$ cat config.mk
export PLATFORM = sky130hd
export DESIGN_NAME = paddsb_arbiter
export DESIGN_NICKNAME = d
export VERILOG_FILES = /design/src/rtl/paddsb_arbiter.sv
export SDC_FILE = /design/constraint.sdc
export NUM_CORES = 1
export LEC_CHECK = 0
export CAP_MARGIN = 20
export CORE_ASPECT_RATIO = 0.75
export CORE_MARGIN = 5
export CORE_UTILIZATION = 42
export CTS_BUF_LIST = sky130_fd_sc_hd__clkbuf_8
export DETAILED_ROUTE_END_ITERATION = 16
export MAX_ROUTING_LAYER = met4
export PLACE_DENSITY = 0.84
export SETUP_SLACK_MARGIN = 0.3
export SYNTH_ARGS = -nofsm -noshare
export SYNTH_HDL_FRONTEND = slang
export SYNTH_SLANG_ARGS = --single-unit
$ cat constraint.sdc
create_clock -name clk -period 3.3 [get_ports clk]
set_input_delay 0.33 -clock clk [delete_from_list [all_inputs] [get_ports clk]]
set_output_delay 0.33 -clock clk [all_outputs]
set_load 0.05 [all_outputs]
$ cat src/rtl/paddsb_arbiter.sv
// -----------------------------------------------------------------------------
// paddsb_arbiter
//
// Purpose:
//   Two-requester round-robin arbiter in front of one shared PADDSB_16b
//   packed saturating adder. The adder works on four signed 4-bit lanes per
//   16-bit word. One request is granted per cycle. The saturated sum and the
//   requester ID are captured in a single-entry output register. The result
//   is returned over a valid/ready response channel.
//
// Optional feature:
//   PADDSB_ARB_SATFLAG_EN - when defined, adds the rsp_sat[3:0] port and its
//   register, holding one saturation flag per lane. When it is undefined, the
//   port and the register are absent and all other behaviour is unchanged.
//
// Ports:
//   clk        in   1   system clock, rising edge
//   rst_n      in   1   asynchronous active-low reset
//   req0       in   1   requester 0 has an operation pending
//   a0, b0     in  16   requester 0 operands
//   req1       in   1   requester 1 has an operation pending
//   a1, b1     in  16   requester 1 operands
//   gnt0       out  1   combinational; requester 0's operands taken this cycle
//   gnt1       out  1   combinational; requester 1's operands taken this cycle
//   rsp_valid  out  1   output register holds a result
//   rsp_ready  in   1   consumer accepts the held result this cycle
//   rsp_id     out  1   requester that produced the held result
//   rsp_data   out 16   held saturated sum
//   rsp_sat    out  4   per-lane saturation flags (PADDSB_ARB_SATFLAG_EN only)
//
// Handshake: the response transfers on a cycle where rsp_valid & rsp_ready.
// A requester holds reqN and its operands until it sees gntN=1 on a rising
// edge. At that edge its operands are consumed.
// -----------------------------------------------------------------------------

// Packed saturating add: four independent signed 4-bit lanes, no carry between lanes.
module paddsb_16b (
    input  logic [15:0] a_i,
    input  logic [15:0] b_i,
    output logic [15:0] sum_o
`ifdef PADDSB_ARB_SATFLAG_EN
    ,
    output logic [3:0]  sat_o
`endif
);
    genvar k;
    for (k = 0; k < 4; k++) begin : g_lane
        logic [3:0] raw;
        logic       a_s;
        logic       b_s;
        logic       ovf;

        assign a_s = a_i[4*k+3];
        assign b_s = b_i[4*k+3];
        assign raw = a_i[4*k +: 4] + b_i[4*k +: 4];
        // Overflow only when both signs agree and the raw sign flips.
        assign ovf = (a_s == b_s) && (raw[3] != a_s);
        assign sum_o[4*k +: 4] = ovf ? (a_s ? 4'h8 : 4'h7) : raw;
`ifdef PADDSB_ARB_SATFLAG_EN
        assign sat_o[k] = ovf;
`endif
    end
endmodule

module paddsb_arbiter (
    input  logic        clk,
    input  logic        rst_n,
    input  logic        req0,
    input  logic [15:0] a0,
    input  logic [15:0] b0,
    input  logic        req1,
    input  logic [15:0] a1,
    input  logic [15:0] b1,
    output logic        gnt0,
    output logic        gnt1,
    output logic        rsp_valid,
    input  logic        rsp_ready,
    output logic        rsp_id,
    output logic [15:0] rsp_data
`ifdef PADDSB_ARB_SATFLAG_EN
    ,
    output logic [3:0]  rsp_sat
`endif
);

    typedef enum logic {
        ST_EMPTY = 1'b0,
        ST_FULL  = 1'b1
    } state_t;

    state_t      state_q, state_d;
    logic        prio_q, prio_d;
    logic        id_q;
    logic [15:0] data_q;

    logic        can_accept;
    logic        grant;
    logic        sel;
    logic [15:0] op_a;
    logic [15:0] op_b;
    logic [15:0] sum;
`ifdef PADDSB_ARB_SATFLAG_EN
    logic [3:0]  sat;
    logic [3:0]  sat_q;
`endif

    // ---------------- arbitration ----------------
    // The single entry can be refilled in the same cycle it drains.
    assign can_accept = (state_q == ST_EMPTY) | rsp_ready;

    // Gating with rst_n keeps grants low while reset is asserted, even though
    // requests may already be pending.
    assign gnt0 = rst_n & can_accept & req0 & (~req1 | (prio_q == 1'b0));
    assign gnt1 = rst_n & can_accept & req1 & (~req0 | (prio_q == 1'b1));
    assign grant = gnt0 | gnt1;
    assign sel   = gnt1;

    // The next grant favours whoever lost this one. prio holds without a grant.
    always_comb begin
        prio_d = prio_q;
        if (gnt0) begin
            prio_d = 1'b1;
        end else if (gnt1) begin
            prio_d = 1'b0;
        end
    end

    // ---------------- shared datapath ----------------
    assign op_a = sel ? a1 : a0;
    assign op_b = sel ? b1 : b0;

    paddsb_16b u_paddsb (
        .a_i   (op_a),
        .b_i   (op_b),
        .sum_o (sum)
`ifdef PADDSB_ARB_SATFLAG_EN
        ,
        .sat_o (sat)
`endif
    );

    // ---------------- FSM: state register ----------------
    always_ff @(posedge clk or negedge rst_n) begin
        if (!rst_n) begin
            state_q <= ST_EMPTY;
        end else begin
            state_q <= state_d;
        end
    end

    // ---------------- FSM: next state ----------------
    always_comb begin
        state_d = state_q;
        case (state_q)
            ST_EMPTY: if (grant) state_d = ST_FULL;
            ST_FULL:  if (rsp_ready && !grant) state_d = ST_EMPTY;
            default:  state_d = ST_EMPTY;
        endcase
    end

    // ---------------- FSM: outputs ----------------
    always_comb begin
        rsp_valid = (state_q == ST_FULL);
    end

    // ---------------- priority pointer and output entry ----------------
    always_ff @(posedge clk or negedge rst_n) begin
        if (!rst_n) begin
            prio_q <= 1'b0;
            id_q   <= 1'b0;
            data_q <= 16'h0000;
        end else begin
            prio_q <= prio_d;
            if (grant) begin
                id_q   <= sel;
                data_q <= sum;
            end
        end
    end

`ifdef PADDSB_ARB_SATFLAG_EN
    always_ff @(posedge clk or negedge rst_n) begin
        if (!rst_n) begin
            sat_q <= 4'h0;
        end else if (grant) begin
            sat_q <= sat;
        end
    end

    assign rsp_sat = sat_q;
`endif

    assign rsp_id   = id_q;
    assign rsp_data = data_q;

endmodule
==> impl_metrics.env <==
export IMPL_post_route_min_period_ns=2.78
export IMPL_fillCellCount=328
export IMPL_ys_seq_area_share_pct=27.1
export IMPL_first_pass_iters=4
export IMPL_cp_arrival_ns=2.93
export IMPL_hp_start="rsp_id$_DFFE_PN0P_"
export IMPL_final_layout_size_suffix_gt1_share_pct=7.69
export IMPL_ctsHtreeMaxLevel=1
export IMPL_ant_nets=0
export IMPL_timing_fmax_mhz=360
export IMPL_syn_to_final_growth_pct=63.7
export IMPL_endpoint_kind="flip-flop"
export IMPL_numClockSinks=19
export IMPL_initial_utilization_pct=43.3
export IMPL_place_inst=360
export IMPL_final_cell_mix="clkdlybuf4s50_1, nand2_1, nor2_1"
export IMPL_p_leak_nw=1.31
export IMPL_hold_depth=2
export IMPL_fin_skew_ns=0.00453
export IMPL_cp_num_buf_inv=5
export IMPL_die_w_um=84.6
export IMPL_slew_viol_final=0
export IMPL_outcome="completed"
export IMPL_track_usage_pct=19.2
export IMPL_overflow=0
export IMPL_drv_cap=0
export IMPL_grt_setup_unrepaired="no"
export IMPL_synth_avg_cell_area_sq_um=7.90
export IMPL_clk_latency_ns=0.26
export IMPL_hold_viol=0
export IMPL_grt_antenna_before_repair=0
export IMPL_cpMaxStageDelayCell="clkdlybuf4s50_1"
export IMPL_clk_transition_reported_paths_ns=0.08
export IMPL_cp_top_family="buffers and inverters"
export IMPL_whs_endpoint="rsp_id$_DFFE_PN0P_"
export IMPL_r2r_start="prio_q$_DFFE_PN0P_"
export IMPL_wire_per_inst_um=14.5
export IMPL_die_area_sq_um=5580
export IMPL_setup_viol=0
export IMPL_dpl_hpwl_um=4080
export IMPL_pin_count=89
export IMPL_required_ns=3.46
export IMPL_cp_max_fo=17
export IMPL_drt_iter0_drc=96
export IMPL_cts_root_buffer="clkbuf_8"
export IMPL_grt_max_degree=40
export IMPL_crit_chain="clkdlybuf4s50_1, inv_2, o2111ai_4, buf_12, clkinvlp_4, buf_12, nand2_1, nand2_1, ha_1, a21oi_1, maj3_1, a22o_1, a21o_1"
export IMPL_nets=398
export IMPL_cts_buffer_depth=2
export IMPL_grt_pass1_wl_um=8430
export IMPL_synth_cell_type_count=25
export IMPL_yosys_register_bits=19
export IMPL_fin_cells=367
export IMPL_critPathLaunchType="primary input"
export IMPL_ir_worst_vdd_v=0.000287
export IMPL_slowest_delay_ns=0.53
export IMPL_viasPerCell=5.12
export IMPL_post_route_period_util_pct=84.1
export IMPL_port_buffers=88
export IMPL_synth_area_sq_um=1750
export IMPL_worstMarginPinSlew_ns=0.741
export IMPL_vias=1879
export IMPL_path_class="primary input to flip-flop"
export IMPL_place_congestion=0.827
export IMPL_final_common_cell="clkdlybuf4s50_1"
export IMPL_reg2reg_slack_ns=0.71
export IMPL_r2r_end="rsp_data[7]$_DFFE_PN0P_"
export IMPL_post_route_drc_count=0
export IMPL_rows=20
export IMPL_fin_tns_setup_ns=0
export IMPL_synth_net_count=307
export IMPL_syn_inst=222
export IMPL_coreArea_sq_um=4050
export IMPL_yosys_warnings=0
export IMPL_n_antenna_cell=0
export IMPL_cellPowerDensity_nw_per_um2=448
export IMPL_rr_worst_depth=11
export IMPL_fin_util_pct=70.8
export IMPL_die_height_um=66.0
export IMPL_wirelength_um=5310
export IMPL_numCtsBuffers=3
export IMPL_grt_pass1_vias=1795
export IMPL_slew_headroom_pct=50.0
export IMPL_hp_class="flip-flop to flip-flop"
export IMPL_critPathLaunch="req0"
export IMPL_cts_tree="built"
-- routing by layer --
layer	routed length [um]	up-vias	track usage, %
li1	-	938	-
met1	2450	868	25.8
met2	2430	66	30.5
met3	393	7	4.36
met4	37	0	2.96
met5	0	-	-
-- cell type report --
cell class | count | area [sq um] | area share, %
repair buffers | 96 | 1020 | 35.6
well taps | 55 | 68.8 | 2.40
multi-input cells | 178 | 1200 | 41.8
flip-flops and latches | 19 | 475 | 16.6
clock buffers | 3 | 41.3 | 1.44
inverters | 15 | 60.1 | 2.09
clock inverters | 1 | 5.00 | 0.174
-- sequential cells by signal, summed over array words and instances (netlist names) --
| register | flops |
|---|---|
| rsp_valid | 1 |
| rsp_data | 16 |
| prio_q | 1 |
| rsp_id | 1 |
-- Yosys cell counts (all sizes together) --
library cell	n	area share (%)
dfrtp	19	27
o22ai	12	4.3
buf	9	3.2
nand2b	1	0.36
ha	12	8.6
inv	15	3.2
o2111ai	1	0.86
xnor2	4	2.0
o21a	9	3.9
a21oi	4	1.1
fa	4	4.6
o21bai	4	1.7
a21o	9	3.9
clkbuf	1	0.21
nand2	54	12
maj3	8	4.6
mux2i	12	6.8
a22o	4	2.0
o21ai	10	2.9
and3	5	1.8
nor2	24	5.1
and2	1	0.36
-- through the flow --
| stage | cell area (sq um) | setup WS (ns) | hold WS (ns) | power (mW) |
|---|---|---|---|---|
| floorplan | 1750 | 0.485 | 0.0344 | 0.812 |
| global placement | 2740 | 0.212 | 0.543 | 1.09 |
| detailed placement | 2740 | 0.138 | 0.546 | 1.11 |
| CTS | 2780 | 0.415 | 0.566 | 1.27 |
| global route | 2870 | 0.326 | 0.609 | 1.37 |
| finish | 2870 | 0.524 | 0.559 | 1.29 |
-- worst reg2reg max path: cells and delay by family (launching register included) --
| kind | cells | cell delay, ns |
|---|---|---|
| flip-flops | 1 | 0.44 |
| buffers and inverters | 3 | 0.53 |
| AND/OR/NAND/NOR | 2 | 0.12 |
| adder cells (fa/ha/maj) | 2 | 0.68 |
| AO/OA/AOI/OAI | 4 | 0.72 |
-- cell families (layout without fill, tap and decap cells) --
kind of cell / count (synthesis) / count (layout) / synth area share (%)
xor gates and xnor gates: 4 / 4 / 2.00
DFF: 19 / 19 / 27.1
adders and majority gates: 24 / 24 / 17.7
muxes: 12 / 12 / 6.85
buffers and inverters: 25 / 115 / 6.63
and+or+nand+nor: 85 / 85 / 19.2
AOI/OAI and AO/OA: 53 / 53 / 20.5
-- worst max-delay path by stage --
stage                          endpoint  slack [ns]  cells past startpoint
2_1_floorplan   rsp_data[3]$_DFFE_PN0P_        0.48                     12
3_3_place_gp    rsp_data[3]$_DFFE_PN0P_        0.21                     12
3_5_place_dp    rsp_data[7]$_DFFE_PN0P_        0.14                     12
4_1_cts        rsp_data[11]$_DFFE_PN0P_        0.41                     12
5_1_grt         rsp_data[3]$_DFFE_PN0P_        0.33                     13
6_report        rsp_data[7]$_DFFE_PN0P_        0.52                     13
-- report_power, final --
| group | total, mW | leakage (nW) | switching (mW) | internal, mW |
|---|---|---|---|---|
| registers | 0.346 | 0.209 | 0.0500 | 0.296 |
| logic | 0.776 | 1.08 | 0.435 | 0.342 |
| clock network | 0.165 | 0.0255 | 0.0813 | 0.0840 |
-- what timing repair did --
action	CTS	global route
setup endpoints to repair	0	7
hold buffers	0	0
setup buffers	0	1
gates resized for setup	0	8
Power figures use the tool's default switching activity.
